--- src/rtl/ad_capture_if.sv ---
// Sample stream from ad_capture to the averaging filter (ad_data_o/ad_vld_o -> ad_data_i/ad_vld_i).
interface ad_capture_if;
  logic [15:0] ad_data;
  logic        ad_vld;

  modport master (output ad_data, output ad_vld);
  modport slave  (input  ad_data, input  ad_vld);
endinterface

--- src/rtl/ad_capture.sv ---
// Serial SAR ADC front end: periodic CNV pulse, 16-bit SCK readout, one-cycle sample strobe.
// Optional AD_CAPTURE_TESTPAT_EN: deliver an incrementing counter instead of ADC data.
module ad_capture #(
  parameter int unsigned CLK_DIV  = 2,
  parameter int unsigned CONV_CYC = 100
) (
  input  logic         clk_sys,
  input  logic         rst_n,
  input  logic         cfg_en,
  input  logic [15:0]  cfg_period,
  input  logic         ad_sdo_i,
  output logic         ad_cnv_o,
  output logic         ad_sck_o,
  output logic         busy_o,
  output logic         ovr_o,
  ad_capture_if.master ad_if
);

  localparam int unsigned DW   = 16;
  localparam int unsigned PCW  = 17;
  localparam int unsigned BW   = 4;
  localparam int unsigned TW   = (CONV_CYC > 1) ? $clog2(CONV_CYC) : 1;
  localparam int unsigned DVW  = (CLK_DIV > 1) ? $clog2(CLK_DIV) : 1;
  localparam int unsigned PMIN = CONV_CYC + 32 * CLK_DIV + 2;
  localparam logic [PCW-1:0] PMIN_V = PCW'(PMIN);

  typedef enum logic [1:0] {S_IDLE, S_CONV, S_READ, S_DONE} state_t;

  state_t          r_state, w_state_nxt;
  logic [TW-1:0]   r_tmr, w_tmr_nxt;
  logic [DVW-1:0]  r_div, w_div_nxt;
  logic            r_half, w_half_nxt;
  logic [BW-1:0]   r_bit, w_bit_nxt;
  logic [DW-1:0]   r_sh, w_sh_nxt;
  logic            r_cnv, r_sck, r_busy, r_vld;
  logic [DW-1:0]   r_data;
  logic            w_cnv_nxt, w_sck_nxt, w_busy_nxt, w_vld_nxt;
  logic [DW-1:0]   w_data_nxt;
  logic [PCW-1:0]  r_pcnt, r_peff;
  logic            r_ovr;
  logic            w_trig, w_low;
`ifdef AD_CAPTURE_TESTPAT_EN
  logic [DW-1:0]   r_tp;
`endif

  assign w_low  = {1'b0, cfg_period} < PMIN_V;
  assign w_trig = cfg_en && (r_pcnt == '0) && (r_state == S_IDLE);

  // Period counter: a trigger samples cfg_period, so a change lands on the next period
  always_ff @(posedge clk_sys or negedge rst_n) begin
    if (!rst_n) begin
      r_pcnt <= '0;
      r_peff <= PMIN_V;
      r_ovr  <= 1'b0;
    end else if (!cfg_en) begin
      r_pcnt <= '0;
      r_ovr  <= 1'b0;
    end else if (w_trig) begin
      r_peff <= w_low ? PMIN_V : {1'b0, cfg_period};
      r_ovr  <= r_ovr | w_low;
      r_pcnt <= PCW'(1);
    end else if (r_pcnt != '0) begin
      r_pcnt <= (r_pcnt == r_peff - PCW'(1)) ? '0 : r_pcnt + PCW'(1);
    end
  end

  // State and output registers
  always_ff @(posedge clk_sys or negedge rst_n) begin
    if (!rst_n) begin
      r_state <= S_IDLE;
      r_tmr   <= '0;
      r_div   <= '0;
      r_half  <= 1'b0;
      r_bit   <= '0;
      r_sh    <= '0;
      r_cnv   <= 1'b0;
      r_sck   <= 1'b0;
      r_busy  <= 1'b0;
      r_vld   <= 1'b0;
      r_data  <= '0;
`ifdef AD_CAPTURE_TESTPAT_EN
      r_tp    <= '0;
`endif
    end else begin
      r_state <= w_state_nxt;
      r_tmr   <= w_tmr_nxt;
      r_div   <= w_div_nxt;
      r_half  <= w_half_nxt;
      r_bit   <= w_bit_nxt;
      r_sh    <= w_sh_nxt;
      r_cnv   <= w_cnv_nxt;
      r_sck   <= w_sck_nxt;
      r_busy  <= w_busy_nxt;
      r_vld   <= w_vld_nxt;
      r_data  <= w_data_nxt;
`ifdef AD_CAPTURE_TESTPAT_EN
      if (r_state == S_DONE) r_tp <= r_tp + DW'(1);
`endif
    end
  end

  // Next state: CONV timer, then SCK low/high halves; SDO sampled at end of each high half
  always_comb begin
    w_state_nxt = r_state;
    w_tmr_nxt   = r_tmr;
    w_div_nxt   = r_div;
    w_half_nxt  = r_half;
    w_bit_nxt   = r_bit;
    w_sh_nxt    = r_sh;
    case (r_state)
      S_IDLE: begin
        if (w_trig) begin
          w_state_nxt = S_CONV;
          w_tmr_nxt   = '0;
        end
      end
      S_CONV: begin
        if (r_tmr == TW'(CONV_CYC - 1)) begin
          w_state_nxt = S_READ;
          w_div_nxt   = '0;
          w_half_nxt  = 1'b0;
          w_bit_nxt   = '0;
        end else begin
          w_tmr_nxt = r_tmr + TW'(1);
        end
      end
      S_READ: begin
        if (r_div == DVW'(CLK_DIV - 1)) begin
          w_div_nxt = '0;
          if (r_half) begin
            w_sh_nxt   = {r_sh[DW-2:0], ad_sdo_i};
            w_half_nxt = 1'b0;
            if (r_bit == BW'(15)) w_state_nxt = S_DONE;
            else                  w_bit_nxt   = r_bit + BW'(1);
          end else begin
            w_half_nxt = 1'b1;
          end
        end else begin
          w_div_nxt = r_div + DVW'(1);
        end
      end
      S_DONE:  w_state_nxt = S_IDLE;
      default: w_state_nxt = S_IDLE;
    endcase
  end

  // Outputs decoded from the next state so the pins are registered yet state-aligned
  always_comb begin
    w_cnv_nxt  = 1'b0;
    w_sck_nxt  = 1'b0;
    w_busy_nxt = 1'b0;
    w_vld_nxt  = 1'b0;
    w_data_nxt = r_data;
    w_cnv_nxt  = (w_state_nxt == S_CONV);
    w_sck_nxt  = (w_state_nxt == S_READ) && w_half_nxt;
    w_busy_nxt = (w_state_nxt != S_IDLE);
    w_vld_nxt  = (w_state_nxt == S_DONE);
    if (w_state_nxt == S_DONE) begin
`ifdef AD_CAPTURE_TESTPAT_EN
      w_data_nxt = r_tp;
`else
      w_data_nxt = w_sh_nxt;
`endif
    end
  end

  assign ad_cnv_o      = r_cnv;
  assign ad_sck_o      = r_sck;
  assign busy_o        = r_busy;
  assign ovr_o         = r_ovr;
  assign ad_if.ad_data = r_data;
  assign ad_if.ad_vld  = r_vld;

endmodule

--- src/flat_wrapper.sv ---
// flat-port wrapper written by rule: the top's interface ports become plain ports
module ad_capture_flat 
#(
  parameter int unsigned CLK_DIV  = 2,
  parameter int unsigned CONV_CYC = 100
)
  (clk_sys, rst_n, cfg_en, cfg_period, ad_sdo_i, ad_cnv_o, ad_sck_o, busy_o, ovr_o, ad_if_ad_data, ad_if_ad_vld);
  ad_capture_if ad_if_i ();
  input  logic clk_sys;
  input  logic rst_n;
  input  logic cfg_en;
  input  logic [15:0] cfg_period;
  input  logic ad_sdo_i;
  output logic ad_cnv_o;
  output logic ad_sck_o;
  output logic busy_o;
  output logic ovr_o;
  output wire logic [$bits(ad_if_i.ad_data)-1:0] ad_if_ad_data;
  output wire logic [$bits(ad_if_i.ad_vld)-1:0] ad_if_ad_vld;
  assign ad_if_ad_data = ad_if_i.ad_data;
  assign ad_if_ad_vld = ad_if_i.ad_vld;
  ad_capture #(.CLK_DIV(CLK_DIV), .CONV_CYC(CONV_CYC)) u_core (.clk_sys(clk_sys), .rst_n(rst_n), .cfg_en(cfg_en), .cfg_period(cfg_period), .ad_sdo_i(ad_sdo_i), .ad_cnv_o(ad_cnv_o), .ad_sck_o(ad_sck_o), .busy_o(busy_o), .ovr_o(ovr_o), .ad_if(ad_if_i));
endmodule
--- config.mk ---
export PLATFORM = sky130hd
export DESIGN_NAME = ad_capture_flat
export DESIGN_NICKNAME = d
export VERILOG_FILES = /design/src/rtl/ad_capture_if.sv /design/src/rtl/ad_capture.sv /design/src/flat_wrapper.sv
export SDC_FILE = /design/constraint.sdc
export NUM_CORES = 1
export LEC_CHECK = 0
export ABC_AREA = 1
export CAP_MARGIN = 15
export CORE_ASPECT_RATIO = 1.5
export CORE_MARGIN = 2
export CORE_UTILIZATION = 39
export DETAILED_ROUTE_END_ITERATION = 16
export GPL_ROUTABILITY_DRIVEN = 0
export SLEW_MARGIN = 20
export SYNTH_ARGS = -nofsm -noshare
export SYNTH_HDL_FRONTEND = slang
export SYNTH_SLANG_ARGS = --single-unit
--- constraint.sdc ---
create_clock -name clk_sys -period 3.2 [get_ports clk_sys]
set_input_delay 0.64 -clock clk_sys [delete_from_list [all_inputs] [get_ports clk_sys]]
set_output_delay 0.64 -clock clk_sys [all_outputs]
set_load 0.005 [all_outputs]
[Yosys cells after proc, flatten, opt, wreduce, memory -nomap -nowiden]
Cells that the tools add are included.
Word-level totals
  input bits: 20
  logic and storage cells: 82
  flip-flop bits (word level): 86
Operators by class
  eq/ne operators: 17
  reductions and logical operators: 13
  add/sub/neg operators: 5
  mux-type cells: 31
  order comparisons: 1
  bitwise gates (word level): 1
Operators by type and width (count)
  17-bit 2-to-1 mux: 4
  16-bit 2-to-1 mux: 4
  17-bit by 1-bit adder with 17-bit output, second input constant: 1
  17-bit equality test: 1
  17-bit zero test: 1
  17-bit nonzero test: 1
  17-bit by 1-bit subtractor with 17-bit output, second input constant: 1
  16-bit by 8-bit < comparator with 1-bit output, second input constant: 1
  4-bit 2-to-1 mux: 4
  7-bit 2-to-1 mux: 2
  7-bit one-hot mux with 2 select lines: 1
  2-bit 2-to-1 mux: 5
  2-bit by 1-bit != test with 1-bit output, second input constant: 5
  2-bit equality test, second input constant: 4
  2-bit one-hot mux with 4 select lines: 1
  4-bit one-hot mux with 2 select lines: 1
  7-bit by 1-bit adder with 7-bit output, second input constant: 1
  7-bit equality test, second input constant: 1
  1-bit 2-to-1 mux: 7
  2-bit nonzero test: 3
  5-bit AND reduction: 1
  4-bit by 1-bit adder with 4-bit output, second input constant: 1
  2-bit by 1-bit equality test with 1-bit output, second input constant: 2
  4-bit equality test, second input constant: 1
  9 further kinds: 14

[Longest topological paths before layout]
Gate-level depths: netlist of the first run.
  depth after elaboration: 7
  depth in mapped cells: 17
  mapped depth without buffers: 17

[Worst setup path before layout of the first run]
OpenSTA, ideal clock, no wires.
  kind: register to register
  from: reg u_core.r_peff[1]
  to: reg u_core.r_pcnt[11]
  data required time: 3.080 ns
  clock period less this slack: 1.870 ns
  cell stages (with the launch flop): 14
  path slack: 1.330 ns
  arrival: 1.750 ns
  library setup time: 0.120 ns
  cell sequence: dfstp_2 -> inv_1 -> ha_1 -> xor2_1 -> nand3_1 -> nor2_1 -> nand2_1 -> nor2_1 -> nand2_1 -> nor2_1 -> nand2_1 -> nand2_2 -> buf_6 -> nor2_1
Between the ends
  longest elaborated chain between the ends: 6
RTL lines
  start, declared: RTL line ad_capture.sv:39  | logic [PCW-1:0] r_pcnt, r_peff;
  start signal, assigned: RTL line ad_capture.sv:59  | r_peff <= w_low ? PMIN_V : {1'b0, cfg_period};
  17-bit by 1-bit subtractor with 17-bit output: RTL line ad_capture.sv:63  | r_pcnt <= (r_pcnt == r_peff - PCW'(1)) ? '0 : r_pcnt + PCW'(1);
  17-bit equality test: RTL line ad_capture.sv:63
  17-bit 2-to-1 mux: RTL line ad_capture.sv:63
  17-bit 2-to-1 mux: RTL line ad_capture.sv:62  | end else if (r_pcnt != '0) begin
  17-bit 2-to-1 mux: RTL line ad_capture.sv:58  | end else if (w_trig) begin
  17-bit 2-to-1 mux: RTL line ad_capture.sv:55  | end else if (!cfg_en) begin
  end signal, assigned: RTL line ad_capture.sv:63
  end, declared: RTL line ad_capture.sv:39
Every way passes these cells. The select of a mux whose other input is x is not followed.
A chain may end at the register's enable or synchronous reset.

[Worst setup path in the final report of the first run]
  from: in cfg_en
  to: reg u_core.r_pcnt[10]
Between the ends
  longest elaborated chain between the ends: 4
RTL lines
  start, declared: RTL line flat_wrapper.sv:11  | input logic cfg_en;
  1-bit logical AND (2 in a row): RTL line ad_capture.sv:47  | assign w_trig = cfg_en && (r_pcnt == '0) && (r_state == S_IDLE);
  17-bit 2-to-1 mux: RTL line ad_capture.sv:58
  17-bit 2-to-1 mux: RTL line ad_capture.sv:55
Parallel ways exist; a longest one is shown, timed or not.

==> results of run 1 <==
## where the power goes
| part | switching, mW | internal (mW) |
|---|---|---|
| combinational | 0.127 | 0.0700 |
| sequential | 0.0230 | 1.09 |
| clock | 0.441 | 0.631 |
| total | 0.591 | 1.79 |
## flip-flops by register name (all words and copies together), names as in the netlist, 2 cells and up
signal                count
u_core.r_bit              4
u_core.ad_if.ad_data     16
u_core.r_pcnt            17
u_core.r_peff            16
u_core.r_sh              16
u_core.r_tmr              7
u_core.r_state            2
## stage by stage
step                      hold slack [ns]  power (mW)  cell area (um2)  instances  setup WS [ns]
after floorplan                     0.344        1.25             4850        629           1.33
after global placement              0.456        1.32             5380        815          0.467
after detailed placement            0.459        1.33             5380        815          0.421
after CTS                           0.270        2.41             5690        831          0.781
after global routing                0.303        2.48             5690        831          0.574
final                               0.259        2.38             5690        831          0.781
## cells by family (layout without fill, tap and decap cells)
group | Yosys count | in the layout | share of synthesized area (%)
AND/OR/NAND/NOR | 379 | 379 | 35.7
XOR/XNOR | 27 | 27 | 4.87
multiplexers | 2 | 2 | 0.438
flip-flops | 85 | 85 | 43.9
adder cells (fa/ha/maj) | 9 | 9 | 2.32
buffers and inverters | 80 | 129 | 7.37
AO/OA/AOI/OAI | 47 | 47 | 5.36
## worst paths after layout
| kind | start | endpoint | slack [ns] | depth (start not counted) |
|---|---|---|---|---|
| max | cfg_en | u_core.r_pcnt[10] | 0.78 | 8 |
| min | rst_n | u_core.r_peff[3] | 0.26 | 1 |
| max reg2reg | u_core.r_state[0] | u_core.ad_if.ad_data[15] | 0.92 | 9 |
| min reg2reg | u_core.ad_if.ad_data[8] | u_core.ad_if.ad_data[8] | 0.47 | 2 |
| max in group asynchronous | rst_n | u_core.r_tmr[6] | 2.23 | 2 |
| min in group clk_sys | u_core.ad_if.ad_data[8] | u_core.ad_if.ad_data[8] | 0.47 | 2 |
## synth_stat cells (5+ instances only)
cell type / n / area (um2)
nor3_1: 5 / 25.0
nand3_1: 51 / 255
xor2_1: 19 / 166
xnor2_1: 8 / 70.1
inv_1: 60 / 225
nand2_1: 214 / 803
nand2_2: 5 / 31.3
o21ai_0: 26 / 130
clkbuf_1: 5 / 18.8
ha_1: 9 / 113
inv_2: 7 / 26.3
nor2_4: 5 / 56.3
a21oi_1: 9 / 45.0
dfrtp_1: 81 / 2030
nor2_1: 57 / 214
nand4_1: 11 / 68.8
nand3_2: 11 / 110
## critical path, stage by stage
cell             delay, ns
clkdlybuf4s50_1       0.60
nand3_2               0.15
nor4_2                0.28
nand3_1               0.36
nand2_1               0.18
nor2_1                0.10
nand2_2               0.22
nor3_1                0.08
## metal layers
layer / GRT usage [%] / vias to the layer above
li1: - / 2078
met1: 21.1 / 1954
met2: 33.7 / 84
met3: 3.53 / 38
met4: 11.1 / 0
met5: 0 / -
## cell type report
type	instances	area, um2
Timing Repair Buffer	46	443
Clock buffer	10	239
Clock inverter	6	68.8
Tap cell	153	191
Multi-Input combinational cell	464	2360
Fill cell	1175	6390
Inverter	67	251
Sequential cell	85	2130
==> metrics, run 1 <==
worst vdd ir=0.282 mV; post-synthesis net count=between 600 and 700; number of synthesized flops with an enable pin=0; initial antenna violation count=0; clk root buf=clkbuf_16; clock transition at the registers of the reported paths=roughly 0.070 ns; Starting Density=around two fifths; die area=around 13000 um2; n_diodes=0; vias after detailed routing=between 4k and 5k; most frequent cells in the layout=214 x nand2_1, 81 x dfrtp_1, 60 x inv_1, 57 x nor2_1, 51 x nand3_1; Die Wd=95.1 um; CTS tree=done; endpoint class of the critical path=flop; Post-Route WL=11.9 mm; hold bufs inserted after CTS=0; WL/cell=~14 um; final core area utilization=a little under half; Die H=141 um; grt total ovfl=0; row cnt=49; Rel. slew slack=between 60 and 70%; H-tree depth=3; post-cts sizing count=0; vias in the first global route=about 4.3k; largest net degree at the start of global routing=39; wl on met1=4.75 mm; Netlist cell types=40; crit start category=input pin; P_leak=approximately 2.8 nW; final worst path period need=roughly 2.4 ns; drt via density=5.00; worst clock skew=~0.012 ns; #FFs+latches synth=85; max-slew violations=0; gr usage total=around a fifth; mean area per synthesized cell=around 7.7 um2; # nets final=~700; Ys Warns=0; first-pass GRT wire length=approximately 20 mm; postcts setup bufs=0; Clock Sink Count=85; clock buffer depth=2; CTS Buf Count=9; Final setup viols=0; worst-margin pin slew=roughly 0.57 ns; area grow syn2layout=17.2%; DR pass1 iterations=5; num ports=between 40 and 50; PortBufs=40; DR DRC count=0; Synth Instances=~630; met2 wire len=roughly 6.3 mm; final hold vios=0; Max FO, Critical Path=12; hold crit path type=in -> async; async set or reset register ratio after synthesis=between 90% and 100%; sequential area share after synthesis=43.9%; fmax=slightly above 0.4 GHz; remaining antenna violation count=0; initial DRC count=165; Worst Path Required=3.40 ns; total negative slack=0 ns; Critical Path AT=2.62 ns; Final Cycle Share=between 70% and 80%; placed wire-length estimate=between 9 and 10 mm; Core Box Area=between 10000 and 15000 um2; synthesized area=4850 um2; kind of critical path=in -> reg; Met3 Routed Length=roughly 390 um; share of layout cells above drive strength 1=10.3%; status=completed; uppermost layer routed=met4; Clock Latency Late Sink=approximately 0.35 ns; P per Cell Area=about 420 nW/um2; commonest non-fill, non-tap cell in the layout=nand2_1; max-cap violations=0; Primary FF master, synth=dfrtp_1; RSZ-0062 raised after global routing=no
Note: power is estimated with default switching activity, not from simulation.
==> inputs of run 2 (changes only) <==
==> constraint.sdc (replaced) <==
create_clock -name clk_sys -period 2.1 [get_ports clk_sys]
set_input_delay 0.42 -clock clk_sys [delete_from_list [all_inputs] [get_ports clk_sys]]
set_output_delay 0.42 -clock clk_sys [all_outputs]
set_load 0.005 [all_outputs]
==> run 2 against run 1 <==
Net effect:
- core utilization increased by 3.4 points
- power is 52% higher
- largest power group unchanged
- clock skew shrank 0.0052 ns
- hold slack lost 0.22 ns
==> metrics, run 2 (synthesized netlist as in run 1, its figures left out) <==
hold crit path type=in -> async; Final setup viols=0 (unchanged); clock buffer depth=2 (unchanged); area grow syn2layout=25.6%; max-slew violations=0 (unchanged); Final Power=3.61 mW (+52%); Worst Path Required=2.34 ns (-1.06 ns); gr usage total=19.0% (-0.18 points); Starting Density=40.2% (unchanged); Die H=141 um (unchanged); final hold vios=0 (unchanged); worst-margin pin slew=0.497 ns (-0.0692 ns); Die Wd=95.1 um (unchanged); Core Box Area=12100 um2 (unchanged); CTS Buf Count=9 (unchanged); # nets final=738 (+5.1%); crit start category=flop; max-cap violations=0 (unchanged); largest stage delay on the critical path=0.44 ns (-0.16 ns); row cnt=49 (unchanged); CP max stage cell=dfrtp_1; grt met3 use=3.26% (-0.27 points); Clock Latency Late Sink=0.34 ns (about the same); initial DRC count=133 (-19%); n_diodes=0 (unchanged); grt peak-use layer=met2; Critical Path AT=2.30 ns (-0.32 ns); die area=13400 um2 (unchanged); drt via density=4.91 (-1.7%); FILL cells=1141 (-2.9%); first-pass GRT wire length=19.6 mm (-1.1%); most frequent cells in the layout=209 x nand2_1, 80 x dfrtp_1, 58 x inv_1, 48 x nor2_1, 48 x nand3_1; worst reg-to-reg setup slack=0.04 ns (-0.88 ns); grt total ovfl=0 (unchanged); endpoint class of the critical path=flop; commonest non-fill, non-tap cell in the layout=nand2_1; P per Cell Area=593 nW/um2 (+41%); num ports=41 (unchanged); largest net degree at the start of global routing=38 (-2.6%); DR DRC count=0 (unchanged); vias in the first global route=4256 (-1.2%); placed wire-length estimate=9.49 mm (+3.3%); P_leak=2.96 nW (+7.4%); met2 GRT Util=33.7% (-0.037 points); Max FO, Critical Path=4 (-8); Critical path origin=u_core.r_pcnt[0]; DR pass1 iterations=5 (unchanged); Post-Route WL=12.3 mm (+3.0%); Final Cycle Share=between 90 and 100%; hold bufs inserted after CTS=0 (unchanged); final worst path period need=~2.1 ns; RR Startpoint=u_core.r_pcnt[0]; DP Cell Count=844 (+3.6%); fin worst setup slack=0.0355 ns (-0.746 ns); Reg with most FFs=u_core.r_pcnt; CP Cell Sequence=inv_2 > ha_1 > nand3_2 > nor4_2 > nand2_1 > nor2_2 > buf_4 > inv_1 > nand2_1 > inv_1 > nand2_1 > nand2_1; vias after detailed routing=4261 (+2.6%); remaining antenna violation count=0 (unchanged); Rel. slew slack=66.9% (+5.0 points); CP dominant cell by count=nand2_1; clock transition at the registers of the reported paths=0.06 ns (about the same); clk root buf=clkbuf_16; WL/cell=14.2 um (-1.2%); share of layout cells above drive strength 1=18.3% (+8.0 points); fmax=0.484 GHz; Largest register FFs=17 (unchanged); M1 GR Usage=21.0% (-0.17 points); initial antenna violation count=0 (unchanged); worst vdd ir=0.508 mV (+80%); final core area utilization=50.5% (+3.4 points); Clock Sink Count=85 (unchanged); DP Worst Slack=-0.158 ns (-0.580 ns); PortBufs=40 (unchanged); RSZ-0062 raised after global routing=yes; total negative slack=0 ns (unchanged); Post-Layout Cell Count=867 (+4.3%); CTS tree=done; kind of critical path=reg -> reg; H-tree depth=3 (unchanged); worst clock skew=0.00656 ns (-0.00523 ns); status=completed
[run 2: critical path: cells and delay by family, from the launching register on]
kind | cells | cell delay (ns)
buffers and inverters | 4 | 0.37
adders and majority gates | 1 | 0.17
and+or+nand+nor | 7 | 0.97
DFF | 1 | 0.44
[run 2: area by class of cell]
class / count / area, um2 / area share [%]
multi-input cells: 465 / 2500 / 41.0
flip-flops and latches: 85 / 2130 / 35.0
repair buffers: 81 / 743 / 12.2
inverters: 67 / 251 / 4.12
clock buffers: 12 / 246 / 4.04
well taps: 153 / 191 / 3.14
clock inverters: 4 / 31.3 / 0.513
[run 2: power by group]
group | internal (mW) | switching [mW]
Sequential | 1.66 | 0.0296
Clock | 0.843 | 0.659
Combinational | 0.172 | 0.247
Total | 2.68 | 0.935
[run 2: final timing paths]
kind,endpoint,depth (start not counted)
worst max-delay path,u_core.r_pcnt[0],12
worst min-delay path,u_core.r_peff[0],1
worst max register to register,u_core.r_pcnt[0],12
worst min register to register,u_core.ad_if.ad_data[10],2
max in group asynchronous,u_core.r_peff[7],2
min in group clk_sys,u_core.ad_if.ad_data[10],2
[run 2: layer usage]
| layer | up-vias | wire length [um] |
|---|---|---|
| met5 | - | 0 |
| met1 | 1986 | 4920 |
| li1 | 2156 | - |
| met3 | 35 | 325 |
| met4 | 0 | 601 |
| met2 | 84 | 6430 |
[run 2: timing repair]
action / 4_1_cts / 5_1_grt
endpoints found under the setup margin: 16 / 38
pin swaps: 1 / 8
setup buffers: 0 / 6
gates resized for setup: 4 / 33
cloned: 0 / 1
[run 2: stage by stage]
step,hold slack (ns),area (um2)
floorplan,0.124,4850
global placement,0.424,5640
detailed placement,0.422,5640
CTS,0.0495,5930
global route,0.0634,6100
finish,0.0390,6100
==> inputs of run 3 (changes only) <==
--- a/config.mk
+++ b/config.mk
@@ -9,9 +9,11 @@
 export CAP_MARGIN = 15
 export CORE_ASPECT_RATIO = 1.5
 export CORE_MARGIN = 2
-export CORE_UTILIZATION = 39
+export CORE_UTILIZATION = 31
+export CTS_CLUSTER_SIZE = 16
 export DETAILED_ROUTE_END_ITERATION = 16
 export GPL_ROUTABILITY_DRIVEN = 0
+export SKIP_CTS_REPAIR_TIMING = 1
 export SLEW_MARGIN = 20
 export SYNTH_ARGS = -nofsm -noshare
 export SYNTH_HDL_FRONTEND = slang
==> run 3 against run 2 <==
Net effect:
- sequential power about the same
- maximum frequency grew 4.9%
- combinational power is 17% lower
- highest routed layer unchanged
==> metrics, run 3 (synthesized netlist as in run 1, its figures left out) <==
max-slew violations=0 (unchanged); DP Worst Slack=-0.115 ns (+0.0431 ns); row cnt=56 (+14%); CTS Buf Count=9 (unchanged); Clock Latency Late Sink=0.35 ns (about the same); clk root buf=clkbuf_16; CTS tree=done; most frequent cells in the layout=210 x nand2_1, 81 x dfrtp_1, 57 x inv_1, 49 x nor2_1, 49 x nand3_1; DR DRC count=0 (unchanged); Die Wd=106 um (+12%); initial antenna violation count=0 (unchanged); final hold vios=0 (unchanged); worst-margin pin slew=0.482 ns (-0.0152 ns); endpoint class of the critical path=flop; P_leak=2.97 nW (+0.42%); kind of critical path=reg -> reg; WL/cell=13.4 um (-5.5%); final worst path period need=1.97 ns (-0.0968 ns); vias after detailed routing=4292 (+0.73%); num ports=41 (unchanged); die area=16700 um2 (+25%); Clock Sink Count=85 (unchanged); grt total ovfl=0 (unchanged); max-cap violations=0 (unchanged); remaining antenna violation count=0 (unchanged); P per Cell Area=591 nW/um2 (-0.30%); PortBufs=40 (unchanged); clock buffer depth=2 (unchanged); crit start category=flop; vias in the first global route=4406 (+3.5%); fmax=0.508 GHz (+4.9%); DP Cell Count=896 (+6.2%); status=completed; worst clock skew=0.00833 ns (+0.00177 ns); area grow syn2layout=27.8%; worst vdd ir=0.359 mV (-29%); Post-Layout Cell Count=920 (+6.1%); H-tree depth=3 (unchanged); share of layout cells above drive strength 1=18.5% (+0.20 points); Max FO, Critical Path=4 (unchanged); fin worst setup slack=0.132 ns (+0.0968 ns); Worst Path Required=2.34 ns (about the same); Core Box Area=15500 um2 (+28%); Reg with most FFs=u_core.r_pcnt; Final Cycle Share=93.7% (-4.6 points); first-pass GRT wire length=20.6 mm (+5.2%); DR pass1 iterations=4 (-1); Die H=157 um (+12%); Largest register FFs=17 (unchanged); worst reg-to-reg setup slack=0.13 ns (+0.10 ns); placed wire-length estimate=9.18 mm (-3.3%); gr usage total=15.7% (-3.3 points); Post-Route WL=12.3 mm (+0.25%); # nets final=741 (+0.41%); post-route design area=6200 um2 (+1.7%); clock transition at the registers of the reported paths=0.07 ns (about the same); Rel. slew slack=67.9% (+1.0 points); Critical Path AT=2.21 ns (-0.09 ns); n_diodes=0 (unchanged); Final setup viols=0 (unchanged); hold crit path type=in -> async; drt via density=4.67 (-5.1%); RSZ-0062 raised after global routing=yes; Final Power=3.67 mW (+1.4%); largest net degree at the start of global routing=36 (-5.3%); Starting Density=31.4% (-8.8 points); initial DRC count=182 (+37%); commonest non-fill, non-tap cell in the layout=nand2_1; dpl cell area=5720 um2 (+1.4%)
run 3: cell types whose count changed in the layout (fill, tap and decap cells not counted), sizes merged:
cell,before,now
buf,42,44
bufinv,0,1
clkbuf,12,10
clkinv,2,5
inv,69,67
nand2,221,222
run 3: power breakdown:
part,internal [mW],switching (mW)
Sequential,1.66,0.0368
Clock,0.952,0.667
Combinational,0.145,0.200
Total,2.76,0.904
run 3: path summary, 6_finish.rpt:
path                                           from                  endpoint  cells past startpoint
setup / recovery                   u_core.r_peff[1]          u_core.r_pcnt[0]                     14
max in group asynchronous                     rst_n           u_core.r_sh[10]                      2
hold / removal                                rst_n         u_core.r_peff[14]                      1
hold reg to reg            u_core.ad_if.ad_data[10]  u_core.ad_if.ad_data[10]                      2
setup reg to reg                   u_core.r_peff[1]          u_core.r_pcnt[0]                     14
min in group clk_sys       u_core.ad_if.ad_data[10]  u_core.ad_if.ad_data[10]                      2
run 3: through the flow:
step | setup TNS, ns | hold WS, ns | utilization, %
CTS | -0.342 | 0.0392 | 38.9
finish | 0 | 0.0235 | 40.1
detailed placement | -2.40 | 0.411 | 36.9
global route | -0.206 | 0.0526 | 40.1
floorplan | 0 | 0.124 | -
global placement | -1.25 | 0.416 | 36.9
run 3: layout make-up:
cell class                 count  area (um2)
clock buffer                  10         239
clock inverter                 6        62.6
fill                        1591        9280
inverter                      67         251
multi-input combinational    466        2490
sequential                    85        2130
tap                          203         254
timing repair buffer          83         771
run 3: per-layer routing:
| layer | global-route usage (%) | share of wire (%) | up-vias |
|---|---|---|---|
| met5 | 0 | 0 | - |
| met4 | 9.02 | 4.5 | 0 |
| met3 | 2.07 | 2.7 | 33 |
| met2 | 29.6 | 53 | 76 |
| met1 | 16.5 | 40 | 2023 |
| li1 | - | - | 2160 |
run 3: critical path, cell delays in order (launching register included):
cell and delay (ns):
dfstp_2 0.53, inv_2 0.06, ha_4 0.27, xor2_2 0.14, nand3_1 0.10, nor2_1 0.10, nand2_1 0.07, nor2_1 0.08
nand2_1 0.07, nor2_2 0.10, nand2_2 0.12, nand2_1 0.08, nand2_1 0.05, nand2_1 0.05, nand2_1 0.05
